[config.mk]
export PLATFORM = sky130hd
export DESIGN_NAME = event_pulse_queue
export DESIGN_NICKNAME = d
export VERILOG_FILES = /design/src/rtl/event_pulse_queue.sv
export SDC_FILE = /design/constraint.sdc
export NUM_CORES = 1
export LEC_CHECK = 0
export CORE_AREA = 2 2 39 41
export CTS_CLUSTER_DIAMETER = 60
export CTS_CLUSTER_SIZE = 20
export DETAILED_ROUTE_END_ITERATION = 12
export DIE_AREA = 0 0 41 43
export PLACE_DENSITY = 0.77
export SLEW_MARGIN = 10
export SYNTH_ARGS = -nofsm -noshare
export SYNTH_HDL_FRONTEND = slang
export SYNTH_SLANG_ARGS = --single-unit
[constraint.sdc]
create_clock -name clk -period 4.14 [get_ports clk]
set_clock_uncertainty 0.15 [all_clocks]
set_input_delay 0.621 -clock clk [delete_from_list [all_inputs] [get_ports clk]]
set_output_delay 0.621 -clock clk [all_outputs]
set_load 0.05 [all_outputs]
[src/rtl/event_pulse_queue.sv]
// event_pulse_queue: counts source events and issues them one at a time as
// single-cycle requests to a handshake pulse synchronizer, waiting for busy.
//
// Ports:
//   clk        - clock, all state changes on its rising edge
//   reset      - synchronous active-high reset
//   ev_in      - source event, one event per high cycle
//   sync_busy  - busy flag from the downstream pulse synchronizer
//   ovf_clr    - clears the overflow flag
//   err_clr    - clears the handshake error flag
//   sync_req   - registered one-cycle request pulse (high in SEND)
//   pending    - registered count of queued, not yet issued events
//   overflow   - sticky: an event was dropped on a full queue
//   hs_err     - sticky: sync_busy never rose after a request
module event_pulse_queue #(
    parameter int CNT_W  = 4,
    parameter int HS_TMO = 3
) (
    input  logic             clk,
    input  logic             reset,
    input  logic             ev_in,
    input  logic             sync_busy,
    input  logic             ovf_clr,
    input  logic             err_clr,
    output logic             sync_req,
    output logic [CNT_W-1:0] pending,
    output logic             overflow,
    output logic             hs_err
);

    localparam int TMO_W =
        (HS_TMO > 1) ? $clog2(HS_TMO) : 1;
    localparam logic [TMO_W-1:0] TMO_LAST =
        TMO_W'(HS_TMO - 1);
    localparam logic [CNT_W-1:0] CNT_MAX = '1;
    localparam logic [CNT_W-1:0] CNT_ONE = CNT_W'(1);
    localparam logic [TMO_W-1:0] TMO_ONE = TMO_W'(1);

    typedef enum logic [1:0] {
        IDLE,
        SEND,
        WAIT_HI,
        WAIT_LO
    } state_t;

    state_t           r_state;
    state_t           w_next;
    logic             r_req;
    logic [CNT_W-1:0] r_pending;
    logic [TMO_W-1:0] r_tmo;
    logic             r_ovf;
    logic             r_err;

    logic w_send;
    logic w_full;
    logic w_inc;
    logic w_dec;
    logic w_drop;
    logic w_tmo_hit;

    assign w_send = (r_state == SEND);
    assign w_full = (r_pending == CNT_MAX);

    // An event and a send in the same cycle cancel out.
    assign w_inc  = ev_in && !w_send && !w_full;
    assign w_dec  = w_send && !ev_in;
    assign w_drop = ev_in && !w_send && w_full;

    always_comb begin
        w_next    = r_state;
        w_tmo_hit = 1'b0;
        unique case (r_state)
            IDLE: begin
                if (r_pending != '0 && !sync_busy)
                    w_next = SEND;
            end
            SEND: begin
                w_next = WAIT_HI;
            end
            WAIT_HI: begin
                if (sync_busy) begin
                    w_next = WAIT_LO;
                end else if (r_tmo == TMO_LAST) begin
                    // Busy never came; give up and
                    // still wait for a clean low.
                    w_next    = WAIT_LO;
                    w_tmo_hit = 1'b1;
                end
            end
            WAIT_LO: begin
                if (!sync_busy)
                    w_next = IDLE;
            end
            default: begin
                w_next = IDLE;
            end
        endcase
    end

    always_ff @(posedge clk) begin
        if (reset) begin
            r_state   <= IDLE;
            r_req     <= 1'b0;
            r_pending <= '0;
            r_tmo     <= '0;
            r_ovf     <= 1'b0;
            r_err     <= 1'b0;
        end else begin
            r_state <= w_next;
            // Registered copy of "state is SEND".
            r_req   <= (w_next == SEND);

            if (w_inc)
                r_pending <= r_pending + CNT_ONE;
            else if (w_dec)
                r_pending <= r_pending - CNT_ONE;

            // Held at zero outside WAIT_HI, so it
            // starts from zero on every entry.
            if (r_state == WAIT_HI)
                r_tmo <= r_tmo + TMO_ONE;
            else
                r_tmo <= '0;

            if (w_drop)
                r_ovf <= 1'b1;
            else if (ovf_clr)
                r_ovf <= 1'b0;

            if (w_tmo_hit)
                r_err <= 1'b1;
            else if (err_clr)
                r_err <= 1'b0;
        end
    end

    assign sync_req = r_req;
    assign pending  = r_pending;
    assign overflow = r_ovf;
    assign hs_err   = r_err;

endmodule
Word level (Yosys, flattened, before mapping):

Index checks and enable logic that the tools add are counted.

* output and inout port bits: 7
* logic and storage cells: 45
* register bits: 11
* input bits: 6

* $add $sub $neg: 3
* bitwise gates (word level): 1
* multiplexer cells: 14
* reductions and logical operators: 15
* equality and inequality tests: 6

Operator list (number)
* 2-bit 2-to-1 mux: 4
* 4-bit 2-to-1 mux: 2
* 2-bit one-hot mux with 4 select lines: 1
* 1-bit 2-to-1 mux: 7
* 2-bit == test, second input constant: 3
* 2-bit nonzero test: 3
* 1-bit logical AND: 5
* 4-bit by 1-bit adder with 4-bit output, second input constant: 1
* 2-bit by 1-bit == test with 1-bit output, second input constant: 2
* 4-bit == test, second input constant: 1
* 1-bit logical NOT: 4
* 4-bit nonzero test: 1
* 4-bit by 1-bit subtractor with 4-bit output, second input constant: 1
* 2-bit by 1-bit adder with 2-bit output, second input constant: 1
* 2-bit logical NOT: 1
* 2-bit OR reduction: 1
* 1-bit NOT: 1

Longest topological paths before layout:

Gate-level depths: netlist of the first run.

* word-level depth: 5
* mapped depth: 9
* depth with buffers taken out: 8

Worst setup path after synthesis of the first run:

Ideal clock, no wire load.

* kind: reg-to-reg
* start point: register r_pending[0] (netlist: pending[0])
* end point: register r_pending[3] (netlist: pending[3])
* buffers on the path: 1
* path slack: 1462 ps
* cell stages (with the launch flop): 10
* data arrival time: 2404 ps
* setup time: 123 ps
* path through: dfxtp_1 nand4_1 and3_4 buf_6 inv_1 ha_1 a21o_1 a21oi_1 mux2i_1 mux2_1

* longest elaborated chain between the ends: 4

Ends and longest elaborated chain
* start: declaration: line 49 `logic [CNT_W-1:0] r_pending;`
* start signal: assignment: line 114 `r_pending <= r_pending + CNT_ONE;`
* start signal: assignment: line 116 `r_pending <= r_pending - CNT_ONE;`
* parallel branches: the longest is 4 deep, another holds 4-bit by 1-bit subtractor with 4-bit output

Parallel ways; which one is timed is not known. The select of a mux whose other input is x is not followed.
A chain may end at the register's enable or synchronous reset.

Worst setup path after layout of the first run:

* start point: input ev_in
* end point: register r_pending[3] (netlist: pending[3])

* longest elaborated chain between the ends: 3

Ends and longest elaborated chain
* start: declaration: line 21 `input logic ev_in,`
* 1-bit logical AND / 1-bit logical NOT (equally long branches): line 65, 66
* 1-bit logical AND, on equally long branches: line 65, 66
* 4-bit 2-to-1 mux / 2-bit nonzero test (equally long branches)

Several ways; a longest one is shown, not always the timed one.

==> results.cfg, run 1 <==
[cts]
clk_pin_slew_ns = 0.07
post_cts_buffers = 0
ctsHtreeMaxLevel = 1
cts_buffer_depth = 2
cts_tree = done
cts.sinks = 11
clk_latency_ns = 0.26
cts-root-buf = clkbuf_4
numCtsBuffers = 3
ctsHoldBuffers = 0
post_cts_resized = 0

[hold_path]
hold_class = reg -> reg

[timing]
fmax_mhz = 383
slew_headroom_pct = 67.1
setup_tns_ns = 0
grt_setup_unrepaired = no
fin_crit_ns = 2.61
hold_violations = 0
finalSetupViolCount = 0
worst_slew_pin_slew_ns = 0.491
whs_ns = 0.267
post-route-period-util_pct = 63.1
setup_ws_ns = 1.53
slew_viol_final = 0

[finish]
fillers = 139
drive_above_1_share_pct = 6.76
antenna_cells = 0
nets = 85
mostFrequentLayoutCells = 12 x clkdlybuf4s50_1, 11 x dfxtp_1, 9 x nor2_1
layout_commonest_cell = clkdlybuf4s50_1
multi_input_area_um2 = 298
seqCellArea_um2 = 220
final_area_um2 = 699
area_growth_pct = 25.9

[global_route]
track_usage_pct = 14.3
grt_max_degree = 12
antenna_found_initial = 0
grt_pass1_wl_um = 1660
grt_overflow = 0
grt_pass1_vias = 406

[floorplanning]
rows = 14
initial_core_util_pct = 40.1
core-area_mm2 = 0.00138
dieWidth_um = 41
die_y_um = 43
die_area_mm2 = 0.00176
ios = 13

[logic_synthesis]
synth_top_area_share_pct = 39.6
synth_edf_count = 0
syn_area_per_cell_um2 = 9.26
ys_seq_elements = 11
async_flop_share_pct = 0
yosysWarningCount = 0
netlist_area_um2 = 556
ys_seq_area_share_pct = 39.6
synthTopCellsByArea = dfxtp_1 40%, ha_1 6.8%, nor2_1 6.1%, or3b_1 4.7%, a21oi_1 4.5%
netlist_instances = 60
synth_nets = 70
synth_cell_type_count = 25
synth_top_flop_cell = dfxtp_1
synth_top_area_cell = dfxtp_1

[routing]
remaining_drc_errors = 0
first_pass_iters = 4
avgViaCountPerCell = 5.12
routedWlPerCell_um = 10.2
drt-total-wl_um = 922
vias = 461
postRouteAntennaNets = 0
first_iter_violations = 5

[worst_setup_path]
critical-path-slowest-cell = clkdlybuf4s50_1
path_cells = clkdlybuf4s50_1, and3_4, inv_1, ha_1, a21o_1, a21oi_1, mux2i_1, mux2_1
path_buf_inv = 2
cp.required_ns = 4.14
end_kind = flip-flop
critPathMaxFanout = 8
startpoint_type = input port
path_class = in -> reg
slowest_delay_ns = 0.49
critical-path-top-delay-family = multiplexers
arrival_ns = 2.62

[placed_design]
gp_congestion = 0.666
post_dp_cell_area_um2 = 673
place_hpwl_um = 714
portBuffers = 12
dp_slack_ns = 1.24

[power_and_ir_drop]
cellPowerDensity_mw_per_mm2 = 503
p_leak_uw = 0.000292
vdd_drop_max_uv = 208

[flow_run]
max_cap_viol_count = 0

[status]
status = complete, no violations
==> where the power goes <==
group	total [uW]	switching, uW	internal (uW)
clock	70.7	33.5	37.2
sequential	144	21.4	123
combinational	137	77.7	59.6
==> cell usage after synthesis, types with 2 or more instances <==
library cell and count:
dfxtp_1 11, nor2_1 9, a21oi_1 5, inv_1 4, nor3_1 4, ha_1 3, or3b_1 3, buf_6 2
nand2_1 2, o21ai_0 2
==> layer usage <==
layer  routed length [um]  track usage, %  vias up
met2                  456            18.8        7
met5                    0               0        -
li1                     -               -      236
met4                    7            12.0        0
met1                  423            18.0      216
met3                   35            4.71        2
==> worst reg2reg max path, delay by kind of cell (launching register included) <==
kind            cells  cell delay (ns)
flops               1             0.48
simple gates        2             0.42
buf+inv             1             0.11
mux                 2             0.58
fa+ha+maj           1             0.24
compound gates      2             0.34
==> cells by family after synthesis <==
family / synth area share [%]
AND/OR/NAND/NOR: 24.8
AO/OA/AOI/OAI: 13.1
flip-flops: 39.6
buffers and inverters: 6.76
adder cells (fa/ha/maj): 10.4
multiplexers: 3.83
XOR/XNOR: 1.58
==> cell type report <==
| type | count | area share (%) |
|---|---|---|
| flip-flops and latches | 11 | 31.5 |
| clock buffers | 4 | 3.76 |
| multi-input cells | 43 | 42.6 |
| inverters | 4 | 2.15 |
| repair buffers | 12 | 17.2 |
| well taps | 16 | 2.86 |
==> flip-flops by register name (all words and copies together) (netlist names) <==
| register | count |
|---|---|
| r_state | 2 |
| overflow | 1 |
| pending | 4 |
| r_tmo | 2 |
| sync_req | 1 |
| hs_err | 1 |
==> worst paths after layout <==
path | end | slack, ns | from | cells after the start
min reg2reg | r_tmo[0] | 0.27 | r_tmo[0] | 1
max | pending[3] | 1.53 | ev_in | 8
max reg2reg | pending[3] | 1.72 | pending[0] | 8
min | r_tmo[0] | 0.27 | r_tmo[0] | 1
==> per-stage QoR <==
stage,std cells,power [uW],utilization (%)
floorplan,60,247,-
global placement,86,282,48.6
detailed placement,86,284,48.6
CTS,90,358,50.5
global route,90,380,50.5
finish,90,352,50.5
No activity file was read; power rests on OpenSTA's default activity.
==> run 2: changes to the inputs <==
Settings changed: CORE_AREA 2 2 39 41 to not set, CORE_UTILIZATION set to 41, DIE_AREA 0 0 41 43 to not set, PLACE_DENSITY 0.77 to 0.78.
Clock period 4.14 ns to 2.25 ns, I/O delays scaled along.
==> results.cfg, run 2 (same netlist as run 1, synthesis figures left out) <==
[status]
status = complete, no violations

[floorplanning]
initial_core_util_pct = 46.8
die_y_um = 38.8
rows = 12
ios = 13
dieWidth_um = 38.8
core-area_mm2 = 0.00119
die_area_mm2 = 0.00151

[finish]
seqCellArea_um2 = 236
layout_commonest_cell = clkdlybuf4s50_1
fillers = 108
multi_input_area_um2 = 302
mostFrequentLayoutCells = 11 x clkdlybuf4s50_1, 9 x nor2_1, 6 x dfxtp_1, 6 x buf_4
nets = 91
finalCoreUtilization_pct = 64.5
drive_above_1_share_pct = 22.5
antenna_cells = 0
area_growth_pct = 37.6
largest_register_ffs = 4

[worst_setup_path]
startpoint_type = flip-flop
reg2reg_to = pending[3]
path_class = reg -> reg
critPathMaxFanout = 6
arrival_ns = 2.16
rrSetupSlack_ns = 0.1
end_kind = flip-flop
r2r_cells = 8
cp.required_ns = 2.26
r2r-start = pending[1]

[hold_path]
hold_class = reg -> reg
whs_path_depth = 1
min_to = r_tmo[0]
min_from = r_tmo[0]

[timing]
grt_setup_unrepaired = no
slew_headroom_pct = 66.9
whs_ns = 0.263
post-route-period-util_pct = 95.6
fin_crit_ns = 2.15
fmax_mhz = 465
slew_viol_final = 0
worst_slew_pin_slew_ns = 0.495
hold_violations = 0
finalSetupViolCount = 0
setup_tns_ns = 0

[global_route]
track_usage_pct = 17.8
grt_max_degree = 12
grt_pass1_vias = 426
grt_overflow = 0
grt_pass1_wl_um = 1780
antenna_found_initial = 0

[cts]
cts_tree = done
post_cts_resized = 0
cts-root-buf = clkbuf_4
cts_buffer_depth = 2
ctsHoldBuffers = 0
post_cts_buffers = 0
numCtsBuffers = 3
ctsHtreeMaxLevel = 1
cts.sinks = 11
clk_latency_ns = 0.27
clk_pin_slew_ns = 0.07

[routing]
remaining_drc_errors = 0
postRouteAntennaNets = 0
drt-total-wl_um = 1030
avgViaCountPerCell = 5.07
vias = 477
routedWlPerCell_um = 10.9
first_pass_iters = 4
first_iter_violations = 8

[power_and_ir_drop]
p_leak_uw = 0.000334
cellPowerDensity_mw_per_mm2 = 922
vdd_drop_max_uv = 508

[placed_design]
portBuffers = 12
gp_congestion = 0.743
place_hpwl_um = 786

[flow_run]
max_cap_viol_count = 0
-- run 2: through the flow --
stage	instances	cell area [um^2]	total power (uW)	setup slack (ns)
floorplan	60	574	471	0.0103
global placement	90	734	560	-0.215
detailed placement	90	734	572	-0.282
CTS	94	761	708	0.000854
global route	94	764	751	0.0240
finish	94	764	705	0.0995
-- run 2: worst max-delay path by stage --
stage	startpoint	to	slack, ns	cells past startpoint
2_1_floorplan	pending[0]	pending[3]	0.01	9
3_3_place_gp	ev_in	pending[3]	-0.21	8
3_5_place_dp	ev_in	pending[3]	-0.28	8
4_1_cts	ev_in	pending[3]	0.0009	8
5_1_grt	pending[1]	pending[3]	0.02	8
6_report	pending[1]	pending[3]	0.1	8
-- run 2: report_power, final --
part           internal (uW)  switching [uW]  leakage, uW
Sequential               235            36.6    0.0000929
Clock                   68.7            67.4    0.0000150
Combinational            138             159     0.000226
-- run 2: area by class of cell --
class | count | area share, %
Multi-Input combinational cell | 43 | 39.4
Sequential cell | 11 | 30.9
Timing Repair Buffer | 18 | 21.9
Clock buffer | 4 | 3.44
Tap cell | 14 | 2.29
Inverter | 4 | 1.96
-- run 2: critical path: stages (launching register included) --
cell and delay [ns]:
dfxtp_4 0.37, nand4_1 0.12, and3_4 0.20, inv_2 0.04, ha_1 0.27, a21o_1 0.19, a21oi_2 0.13, mux2i_1 0.24
mux2_1 0.33
-- run 2: routing by layer --
| layer | part of all wire (%) | up-vias | track usage, % |
|---|---|---|---|
| li1 | - | 248 | - |
| met1 | 50 | 212 | 23.7 |
| met2 | 42 | 13 | 26.3 |
| met3 | 5.0 | 4 | 5.20 |
| met4 | 2.2 | 0 | 7.76 |
| met5 | 0 | - | 0 |
==> run 3: changes to the inputs <==
Settings changed: CAP_MARGIN set to 20, CORE_MARGIN set to 2.
==> results.cfg, run 3 (same netlist as run 1, synthesis figures left out) <==
[placed_design]
portBuffers = 12
place_hpwl_um = 724
gp_congestion = 0.628
post_dp_cell_area_um2 = 728
dp_slack_ns = -0.242

[power_and_ir_drop]
p_leak_uw = 0.000319
p_int_uw = 437
cellPowerDensity_mw_per_mm2 = 908
p_switching_uw = 250
power_frac_seq_pct = 39.4
switching_share_pct = 36.4
power_frac_clock_pct = 19.0
vdd_drop_max_uv = 429
power_frac_comb_pct = 41.6

[routing]
remaining_drc_errors = 0
first_pass_iters = 4
first_iter_violations = 4
drt-total-wl_um = 894
routedWlPerCell_um = 9.51
vias = 458
postRouteAntennaNets = 0
avgViaCountPerCell = 4.87

[timing]
slew_headroom_pct = 67.1
finalSetupViolCount = 0
fin_crit_ns = 2.18
setup_ws_ns = 0.0667
fmax_mhz = 458
post-route-period-util_pct = 97.0
grt_setup_unrepaired = no
hold_violations = 0
worst_slew_pin_slew_ns = 0.492
slew_viol_final = 0

[hold_path]
min_from = r_tmo[0]
hold_class = reg -> reg

[cts]
clk_latency_ns = 0.26
ctsHoldBuffers = 0
cts_buffer_depth = 2
cts-root-buf = clkbuf_4
cts_tree = done
cts.sinks = 11
post_cts_buffers = 0
post_cts_resized = 0
numCtsBuffers = 3
ctsHtreeMaxLevel = 1
clk_pin_slew_ns = 0.07

[floorplanning]
core-area_mm2 = 0.00128
die_area_mm2 = 0.00167
ios = 13
initial_core_util_pct = 43.2
die_y_um = 40.8
dieWidth_um = 40.8
rows = 13

[global_route]
grt_pass1_wl_um = 1490
track_usage_pct = 13.9
grt_overflow = 0
antenna_found_initial = 0
grt_max_degree = 12
grt_pass1_vias = 417

[worst_setup_path]
arrival_ns = 2.18
end_kind = flip-flop
critPathMaxFanout = 2
cp-startpoint = ev_in
r2r-start = pending[1]
path_class = in -> reg
cp.required_ns = 2.25
startpoint_type = input port

[status]
status = complete, no violations

[finish]
final_area_um2 = 756
area_growth_pct = 36.0
largest_register_ffs = 4
nets = 90
antenna_cells = 0
layout_commonest_cell = clkdlybuf4s50_1
mostFrequentLayoutCells = 12 x clkdlybuf4s50_1, 9 x nor2_1, 6 x dfxtp_1
drive_above_1_share_pct = 21.5
finalCoreUtilization_pct = 58.8

[flow_run]
max_cap_viol_count = 0
==> run 3: changes by cell type in the layout (fill, tap and decap cells not counted) <==
cell             change
clkdlybuf4s50_1      +1
dlymetal6s2s_1       -1
buf_4                -1
==> run 3: power groups by stage <==
| stage | logic (uW) | registers, uW | clock network [uW] |
|---|---|---|---|
| after floorplan | 126 | 346 | 0 |
| after detailed placement | 289 | 275 | 0 |
| after CTS | 289 | 271 | 135 |
| after global placement | 285 | 273 | 0 |
| final | 286 | 270 | 130 |
| after global routing | 313 | 277 | 143 |
==> run 3: worst paths after layout <==
check                             endpoint  slack [ns]  cells past startpoint
worst max-delay path            pending[3]        0.07                      8
worst min-delay path              r_tmo[0]        0.27                      1
worst max register to register  pending[3]        0.13                      8
worst min register to register    r_tmo[0]        0.27                      1
==> run 3: metrics by stage <==
stage                     hold slack [ns]  power, uW  TNS (ns)  cells
final                               0.267        686         0     94
after global routing                0.286        733         0     94
after CTS                           0.271        694         0     94
after detailed placement            0.262        564    -0.242     90
after global placement              0.252        558    -0.208     90
after floorplan                     0.241        471         0     60
==> run 3: area by class of cell <==
type                       instances  area, um^2
timing repair buffer              17         158
fill                             130         529
tap                               15        18.8
multi-input combinational         43         302
clock buffer                       4        26.3
sequential                        11         236
inverter                           4        15.0
==> run 3: routing by layer <==
| layer | vias to the layer above | track usage, % | wire length (um) |
|---|---|---|---|
| li1 | 246 | - | - |
| met1 | 205 | 15.0 | 416 |
| met2 | 7 | 23.4 | 448 |
| met3 | 0 | 4.89 | 29 |
| met4 | 0 | 7.50 | 0 |
| met5 | - | 0 | 0 |
==> run 3: worst max-delay path, stage by stage <==
cell and delay [ns]:
clkdlybuf4s50_1 0.48, and3_4 0.19, inv_2 0.04, ha_1 0.25, a21o_1 0.19, a21oi_2 0.14
mux2i_1 0.22, mux2_1 0.33
